==> config.mk <==
export PLATFORM = sky130hd
export DESIGN_NAME = store_drain_buffer
export DESIGN_NICKNAME = d
export VERILOG_FILES = /design/src/rtl/store_drain_buffer.sv
export SDC_FILE = /design/constraint.sdc
export NUM_CORES = 2
export LEC_CHECK = 0
export BUFFER_PORTS_ARGS = -buffer_cell sky130_fd_sc_hd__buf_2
export CAP_MARGIN = 10
export CORE_ASPECT_RATIO = 1.5
export CORE_UTILIZATION = 61
export CTS_BUF_LIST = sky130_fd_sc_hd__clkbuf_4 sky130_fd_sc_hd__clkbuf_8
export CTS_CLUSTER_SIZE = 12
export DETAILED_ROUTE_END_ITERATION = 10
export PLACE_DENSITY_LB_ADDON = 0.05
export SYNTH_ARGS = -nofsm -noshare
export SYNTH_HDL_FRONTEND = slang
export SYNTH_SLANG_ARGS = --single-unit
export TNS_END_PERCENT = 10
==> constraint.sdc <==
create_clock -name clk -period 15.4 [get_ports clk]
set_input_delay 1.54 -clock clk [delete_from_list [all_inputs] [get_ports clk]]
set_output_delay 1.54 -clock clk [all_outputs]
set_load 0.01 [all_outputs]
==> src/rtl/store_drain_buffer.sv <==
// Post-commit store buffer: execute fills entries by stid, commit marks them in order,
// and a req/gnt/ack FSM drains committed stores one at a time to the L1 D-cache.
module store_drain_buffer #(
  parameter int cwd = 4,
  parameter int ssz = 16
) (
  input  logic            clk,
  input  logic            rst,
  input  logic            st_wena,
  input  logic [7:0]      st_stid,
  input  logic [63:0]     st_addr,
  input  logic [63:0]     st_data,
  input  logic [1:0]      st_size,
  input  logic [cwd-1:0]  com_store,
  input  logic            redir,
  input  logic            fence_req,
  output logic            mem_req,
  output logic [63:0]     mem_addr,
  output logic [63:0]     mem_data,
  output logic [7:0]      mem_strb,
  input  logic            mem_gnt,
  input  logic            mem_ack,
  output logic [7:0]      drn_stid,
  output logic            empty,
  output logic            fence_done
);

  localparam int IW = $clog2(ssz);

  typedef enum logic [1:0] {S_IDLE, S_REQ, S_WAIT} state_e;

  state_e         state_q, state_d;
  logic [ssz-1:0] wr_q, wr_d, cm_q, cm_d;
  logic [7:0]     com_ptr_q, com_ptr_d, drn_ptr_q, drn_ptr_d;
  logic           fence_pend_q, fence_pend_d;
  logic [63:0]    mem_addr_q, mem_addr_d, mem_data_q, mem_data_d;
  logic [7:0]     mem_strb_q, mem_strb_d;

  logic [63:0]    addr_mem [ssz];
  logic [63:0]    data_mem [ssz];
  logic [1:0]     size_mem [ssz];

  logic [IW-1:0]  wr_idx, drn_idx;
  logic           wr_ok;
  logic [7:0]     ncom;
  logic [7:0]     lane_ptr;
  logic           commit_err;
  logic [2:0]     boff;
  logic [7:0]     size_mask;
  logic [15:0]    strb_wide;
  logic           unused_bits;

  assign wr_idx      = st_stid[IW-1:0];
  assign drn_idx     = drn_ptr_q[IW-1:0];
  assign wr_ok       = st_wena & ~cm_q[wr_idx];
  assign unused_bits = ^{st_stid[7:IW], lane_ptr[7:IW]};

  // Payload storage carries no reset; wr/cm qualify every entry.
  always_ff @(posedge clk) begin
    if (wr_ok) begin
      addr_mem[wr_idx] <= st_addr;
      data_mem[wr_idx] <= st_data;
      size_mem[wr_idx] <= st_size;
    end
  end

  always_comb begin
    boff = addr_mem[drn_idx][2:0];
    case (size_mem[drn_idx])
      2'd0:    size_mask = 8'h01;
      2'd1:    size_mask = 8'h03;
      2'd2:    size_mask = 8'h0F;
      default: size_mask = 8'hFF;
    endcase
    strb_wide = {8'h00, size_mask} << boff;
  end

  always_comb begin
    state_d      = state_q;
    wr_d         = wr_q;
    cm_d         = cm_q;
    com_ptr_d    = com_ptr_q;
    drn_ptr_d    = drn_ptr_q;
    mem_addr_d   = mem_addr_q;
    mem_data_d   = mem_data_q;
    mem_strb_d   = mem_strb_q;
    ncom         = '0;
    lane_ptr     = '0;
    commit_err   = 1'b0;

    case (state_q)
      S_IDLE: begin
        if (cm_q[drn_idx]) begin
          mem_addr_d = {addr_mem[drn_idx][63:3], 3'b000};
          mem_data_d = data_mem[drn_idx] << {boff, 3'b000};
          mem_strb_d = strb_wide[7:0];
          state_d    = S_REQ;
        end
      end
      S_REQ: begin
        if (mem_gnt) state_d = S_WAIT;
      end
      S_WAIT: begin
        if (mem_ack) begin
          wr_d[drn_idx] = 1'b0;
          cm_d[drn_idx] = 1'b0;
          drn_ptr_d     = drn_ptr_q + 8'd1;
          state_d       = S_IDLE;
        end
      end
      default: state_d = S_IDLE;
    endcase

    if (wr_ok) wr_d[wr_idx] = 1'b1;

    for (int i = 0; i < cwd; i++) ncom = ncom + 8'(com_store[i]);
    for (int i = 0; i < cwd; i++) begin
      if (8'(i) < ncom) begin
        lane_ptr = com_ptr_q + 8'(i);
        if (!wr_d[lane_ptr[IW-1:0]]) commit_err = 1'b1;
        cm_d[lane_ptr[IW-1:0]] = 1'b1;
      end
    end
    com_ptr_d = com_ptr_q + ncom;

    // Redirect runs after commit so stores committed this cycle keep their data.
    if (redir) begin
      for (int j = 0; j < ssz; j++) begin
        if (!cm_d[j]) wr_d[j] = 1'b0;
      end
    end

    fence_pend_d = (fence_pend_q & ~empty) | fence_req;
  end

  always_ff @(posedge clk) begin
    if (rst) begin
      state_q      <= S_IDLE;
      wr_q         <= '0;
      cm_q         <= '0;
      com_ptr_q    <= '0;
      drn_ptr_q    <= '0;
      fence_pend_q <= 1'b0;
      mem_addr_q   <= '0;
      mem_data_q   <= '0;
      mem_strb_q   <= '0;
    end else begin
      state_q      <= state_d;
      wr_q         <= wr_d;
      cm_q         <= cm_d;
      com_ptr_q    <= com_ptr_d;
      drn_ptr_q    <= drn_ptr_d;
      fence_pend_q <= fence_pend_d;
      mem_addr_q   <= mem_addr_d;
      mem_data_q   <= mem_data_d;
      mem_strb_q   <= mem_strb_d;
    end
  end

  always_ff @(posedge clk) begin
    if (!rst) begin
      assert (!(st_wena && cm_q[wr_idx]));
      assert (!commit_err);
      assert ((com_ptr_q - drn_ptr_q) <= 8'(ssz));
    end
  end

  assign mem_req    = (state_q == S_REQ);
  assign mem_addr   = mem_addr_q;
  assign mem_data   = mem_data_q;
  assign mem_strb   = mem_strb_q;
  assign drn_stid   = drn_ptr_q;
  assign empty      = (com_ptr_q == drn_ptr_q) && (state_q == S_IDLE);
  assign fence_done = fence_pend_q & empty;

endmodule

Yosys cells after proc, flatten, opt, wreduce, memory -nomap -nowiden
Memory sizes are Yosys's and may differ from the RTL's. A register that Yosys moved wholly into a read port is not among the register bits.
Cells that the tools add are included.
{"block": "word_totals", "reg_bits": 168, "latchBits": 0, "mem_bits_rw": 2080, "mem_bits_ro": 0, "in_bits": 149, "output_inout_bits": 147, "mem_count": 3}
{"block": "classes", "addsub": 8, "n_mul": 0, "div": 0, "magnitude_cmp": 15, "eq_ne": 8, "n_shift": 2, "n_mux": 33, "bitwise_logic": 12, "n_reduce_logical": 11}
{"memory": "addr_mem", "words": 16, "word_bits": 64, "rd": 1, "rd_ports_with_merged_regs": 1, "wr": 1, "line_no": "39", "source": "logic [63:0] addr_mem [ssz];"}
{"memory": "data_mem", "words": 16, "word_bits": 64, "rd": 1, "rd_ports_with_merged_regs": 1, "wr": 1, "line_no": "40", "source": "logic [63:0] data_mem [ssz];"}
{"memory": "size_mem", "words": 16, "word_bits": 2, "rd": 1, "rd_ports_with_merged_regs": 1, "wr": 1, "line_no": "41", "source": "logic [1:0] size_mem [ssz];"}
{"operator": "$mux W16", "count": 6}
{"operator": "$or A16 B16 Y16", "count": 4}
{"operator": "$shl A64 B6 Y64", "count": 1}
{"operator": "$lt A4 B5 Y1 const B", "count": 6}
{"operator": "$mux W4", "count": 6}
{"operator": "$pmux W8 S3", "count": 1}
{"operator": "$demux W1 S4", "count": 5}
{"operator": "$ge A4 B1 Y1 const B", "count": 5}
{"operator": "$and A16 B16 Y16", "count": 1}
{"operator": "$not A16 Y16", "count": 1}
{"operator": "$mux W1", "count": 9}
{"operator": "$add A4 B2 Y4 const B", "count": 2}
{"operator": "$add A8 B1 Y8 const B", "count": 1}
{"operator": "$add A8 B4 Y8", "count": 1}
{"operator": "$bmux W1 S4", "count": 2}
{"operator": "$eq A8 B8 Y1", "count": 1}
{"operator": "$lt A1 B4 Y1 const A", "count": 2}
{"operator": "$lt A2 B4 Y1 const A", "count": 2}
{"operator": "$shl A8 B3 Y8", "count": 1}
{"operator": "$logic_and A1 B1 Y1", "count": 6}
{"operator": "$mux W2", "count": 3}
{"operator": "$pmux W2 S3", "count": 1}
{"operator": "$add A3 B1 Y4", "count": 1}
{"operator": "$add A4 B1 Y4 const B", "count": 1}
{"operator": "other kinds (12)", "count": 20}

Depth between registers and ports, before layout
{"block": "logic_depth", "word_depth": 16, "mapped_depth": 13, "mapped_depth_nobuf": 11}

Worst setup path before layout
OpenSTA, ideal clock, no wires.
{"block": "synth_path", "kind": "input-to-reg", "start": "in st_stid[0]", "end": "mem addr_mem[2][0], enable pin", "setup_time_ns": 0.778, "arrival_time_ns": 12.041, "t_required_ns": 14.622, "path_slack_ns": 2.581, "cell_stages": 7, "path_buffers": 1, "cell_sequence": "clkbuf_1 -> mux4_2 -> mux4_2 -> nor2b_1 -> nor2b_1 -> nand2_1 -> nor3_1"}
{"block": "synth_via", "elab_chain_cells": 6}
{"element": "start: declaration", "line_no": "10", "source": "input logic [7:0] st_stid,"}
{"element": "$bmux W1 S4", "line_no": "55", "source": "assign wr_ok = st_wena & ~cm_q[wr_idx];"}
{"element": "$mux W1 (not written as such)", "line_no": "55"}
{"element": "$not A1 Y1", "line_no": "55"}
{"element": "$and A1 B1 Y1", "line_no": "55"}
{"element": "$mux W1", "line_no": "60", "source": "if (wr_ok) begin"}
{"element": "$mux W1 (not written as such)", "line_no": "61", "source": "addr_mem[wr_idx] <= st_addr;"}
{"element": "end: declaration", "line_no": "39"}
Several ways; a longest one is shown, not always the timed one. The select of a mux whose other input is x is not followed.

Worst setup path after layout
{"block": "layout_path", "start": "in st_stid[1]", "end": "mem addr_mem[11][36], enable pin"}
Same word-level chain as after synthesis.

==> impl_metrics.env <==
export IMPL_fp_dieW_um=311.1
export IMPL_synthSimpleGateAreaFrac_pct=2.940
export IMPL_syn_instance_count=4296
export IMPL_ys_ff_latch=2252
export IMPL_yosys_warnings=0
export IMPL_cp_required_ns=16.02
export IMPL_clock_sink_count=2252
export IMPL_fin_ws_ns=9.436
export IMPL_grt_max_degree=142
export IMPL_slew_viol_final=0
export IMPL_start_kind="primary input"
export IMPL_synth_top_area_share_pct=71.46
export IMPL_syn_to_final_growth_pct=10.99
export IMPL_hold_depth=2
export IMPL_cts_max_level=5
export IMPL_coreArea_um2=141900
export IMPL_finalHoldViolCount=0
export IMPL_gr_total_overflow=0
export IMPL_slew_headroom_pct=23.16
export IMPL_synth_top_family_by_area="multiplexers"
export IMPL_netlist_top_cells_area="edfxtp_1, mux4_2, dfxtp_1"
export IMPL_final_antenna_net_count=0
export IMPL_powerDensity_nw_per_um2=129.8
export IMPL_syn_avg_cell_area_um2=20.35
export IMPL_via_per_inst=6.478
export IMPL_synthXorXnorAreaFrac_pct=0.2104
export IMPL_synthTopCellsByCount="edfxtp_1, mux4_2, nand2_1"
export IMPL_worstMarginPinSlew_ns=1.153
export IMPL_globalplace_congestion=0.8818
export IMPL_io_pin_count=296
export IMPL_clk_pin_slew_ns=0.06
export IMPL_port_buffers=287
export IMPL_place_worst_setup_slack_ns=8.330
export IMPL_hold_buffers=0
export IMPL_ys_flop_type="edfxtp_1"
export IMPL_hpwl_um=110600
export IMPL_fp_row_count=169
export IMPL_synth_async_reset_ratio_pct=0
export IMPL_reg2regPathDepth=10
export IMPL_finalSetupViolations=0
export IMPL_end_kind="register"
export IMPL_yosysMostFrequentCell="edfxtp_1"
export IMPL_synth_fa_ha_area_share_pct=0.2176
export IMPL_path_max_fanout=44
export IMPL_drc=0
export IMPL_synthDistinctLibCells=80
export IMPL_muxShareOfSynthArea_pct=15.71
export IMPL_period_share_pct=38.73
export IMPL_yosysSeqAreaShare_pct=75.40
export IMPL_clk_path_buf_depth=4
export IMPL_peakVddDrop_mv=0.09551
export IMPL_die_h_um=465.6
export IMPL_syn_cell_area_um2=87400
export IMPL_initial_core_util_pct=61.60
export IMPL_nets=4908
export IMPL_cts_tree="built"
export IMPL_grt_usage_pct=29.15
export IMPL_drive_gt1_share_pct=30.66
export IMPL_post_cts_setup_buffers=0
export IMPL_finalCriticalPeriod_ns=5.964
export IMPL_grt_pass1_vias=45330
export IMPL_p_leak_nw=30.78
export IMPL_cts_resized=0
export IMPL_rsz0062_at_grt="no"
export IMPL_die_area_um2=144800
export IMPL_route_detailed_wl_per_inst_um=30.20
export IMPL_drt_first_iter_violations=4640
export IMPL_critical_path_arrival_ns=6.58
export IMPL_routed_wl_um=207700
export IMPL_reg2reg_slack_ns=9.78
export IMPL_synth_edf_count=2080
export IMPL_status="finished clean"
export IMPL_cap_violations=0
export IMPL_insertion_delay_ns=1.04
export IMPL_total_power_mw=12.59
export IMPL_antenna_found_initial=41
export IMPL_numCtsBuffers=331
export IMPL_hp_class="reg -> reg"
export IMPL_clock_fmax_mhz=167.7
export IMPL_synth_compound_area_share_pct=3.738
export IMPL_dr_pass1_iters=5
export IMPL_dr_total_vias=44550
export IMPL_finClkSkew_ns=0.06124
export IMPL_yosysTopAreaCell="edfxtp_1"
export IMPL_grt_pass1_wl_um=304200
export IMPL_setup_tns_ns=0
export IMPL_crit_type="in -> reg"
export IMPL_root_buffer="clkbuf_8"
flip-flops by register name, indices dropped and copies added (netlist names), named ones only:
name          cells
addr_mem       1024
data_mem       1024
size_mem         32
mem_strb          8
com_ptr_q         8
state_q           2
fence_pend_q      1
mem_data         64
drn_stid          8
cm_q             16
mem_addr         61
area by class of cell:
type | count | area, um2
diodes | 16 | 40.04
clock inverters | 88 | 450.4
clock buffers | 480 | 5868
well taps | 1881 | 2354
inverters | 17 | 68.82
repair buffers | 372 | 2193
multi-input cells | 1771 | 20120
flip-flops and latches | 2252 | 65920
fillers | 9239 | 44880
where the power goes:
group	total [mW]	leakage [nW]	internal (mW)	switching, mW
clock	4.64	3.39	2.47	2.17
combinational	0.984	7.21	0.338	0.646
sequential	6.96	20.2	6.87	0.0983
total	12.6	30.8	9.67	2.92
cell families after synthesis:
logic type,count (synthesis)
compound gates,485
flops,2252
xor+xnor,21
mux,664
buf+inv,275
fa+ha+maj,14
simple gates,584
other cells,1
per-stage QoR:
stage	instance area, um2	hold slack (ns)	instances	utilization (%)
6_report	97010	0.4476	6877	68.37
5_1_grt	96980	0.4685	6864	68.35
4_1_cts	96970	0.4523	6861	68.34
3_5_place_dp	90650	0.4413	6293	63.89
3_3_place_gp	90650	0.4386	6293	63.89
2_1_floorplan	87410	0.4428	4298	-
cell usage in the layout (no fill, tap or decap), drive strengths merged, types with 81 or more instances in the layout:
master / count
buf: 372
clkinv: 81
mux4: 563
a21oi: 131
dfxtp: 172
a22oi: 92
mux2i: 81
clkbuf: 480
nand2: 280
nor2: 132
edfxtp: 2080
per-layer routing:
metal / part of all wire [%] / vias to the layer above / track usage [%]
met1: 39 / 23550 / 39.63
li1: - / 18700 / -
met5: 0.11 / - / 0
met4: 2.5 / 38 / 7.994
met2: 51 / 1857 / 48.64
met3: 7.7 / 405 / 5.912
critical path: stages:
cell and delay, ns:
buf_2 0.19, mux4_2 0.56, mux4_2 0.48, nor2b_1 0.21, nand3_1 0.33, nor2_4 0.75
buf_4 0.75, buf_4 0.92, buf_4 0.74
final timing paths:
check | startpoint | end
worst max-delay path | st_stid[1] | addr_mem[11][36]$_DFFE_PP_
worst min-delay path | mem_data[29]$_SDFFE_PP0P_ | mem_data[29]$_SDFFE_PP0P_
worst max register to register | register | mem_data[52]$_SDFFE_PP0P_
worst min register to register | mem_data[29]$_SDFFE_PP0P_ | mem_data[29]$_SDFFE_PP0P_
(Power assumes the default switching activity.)
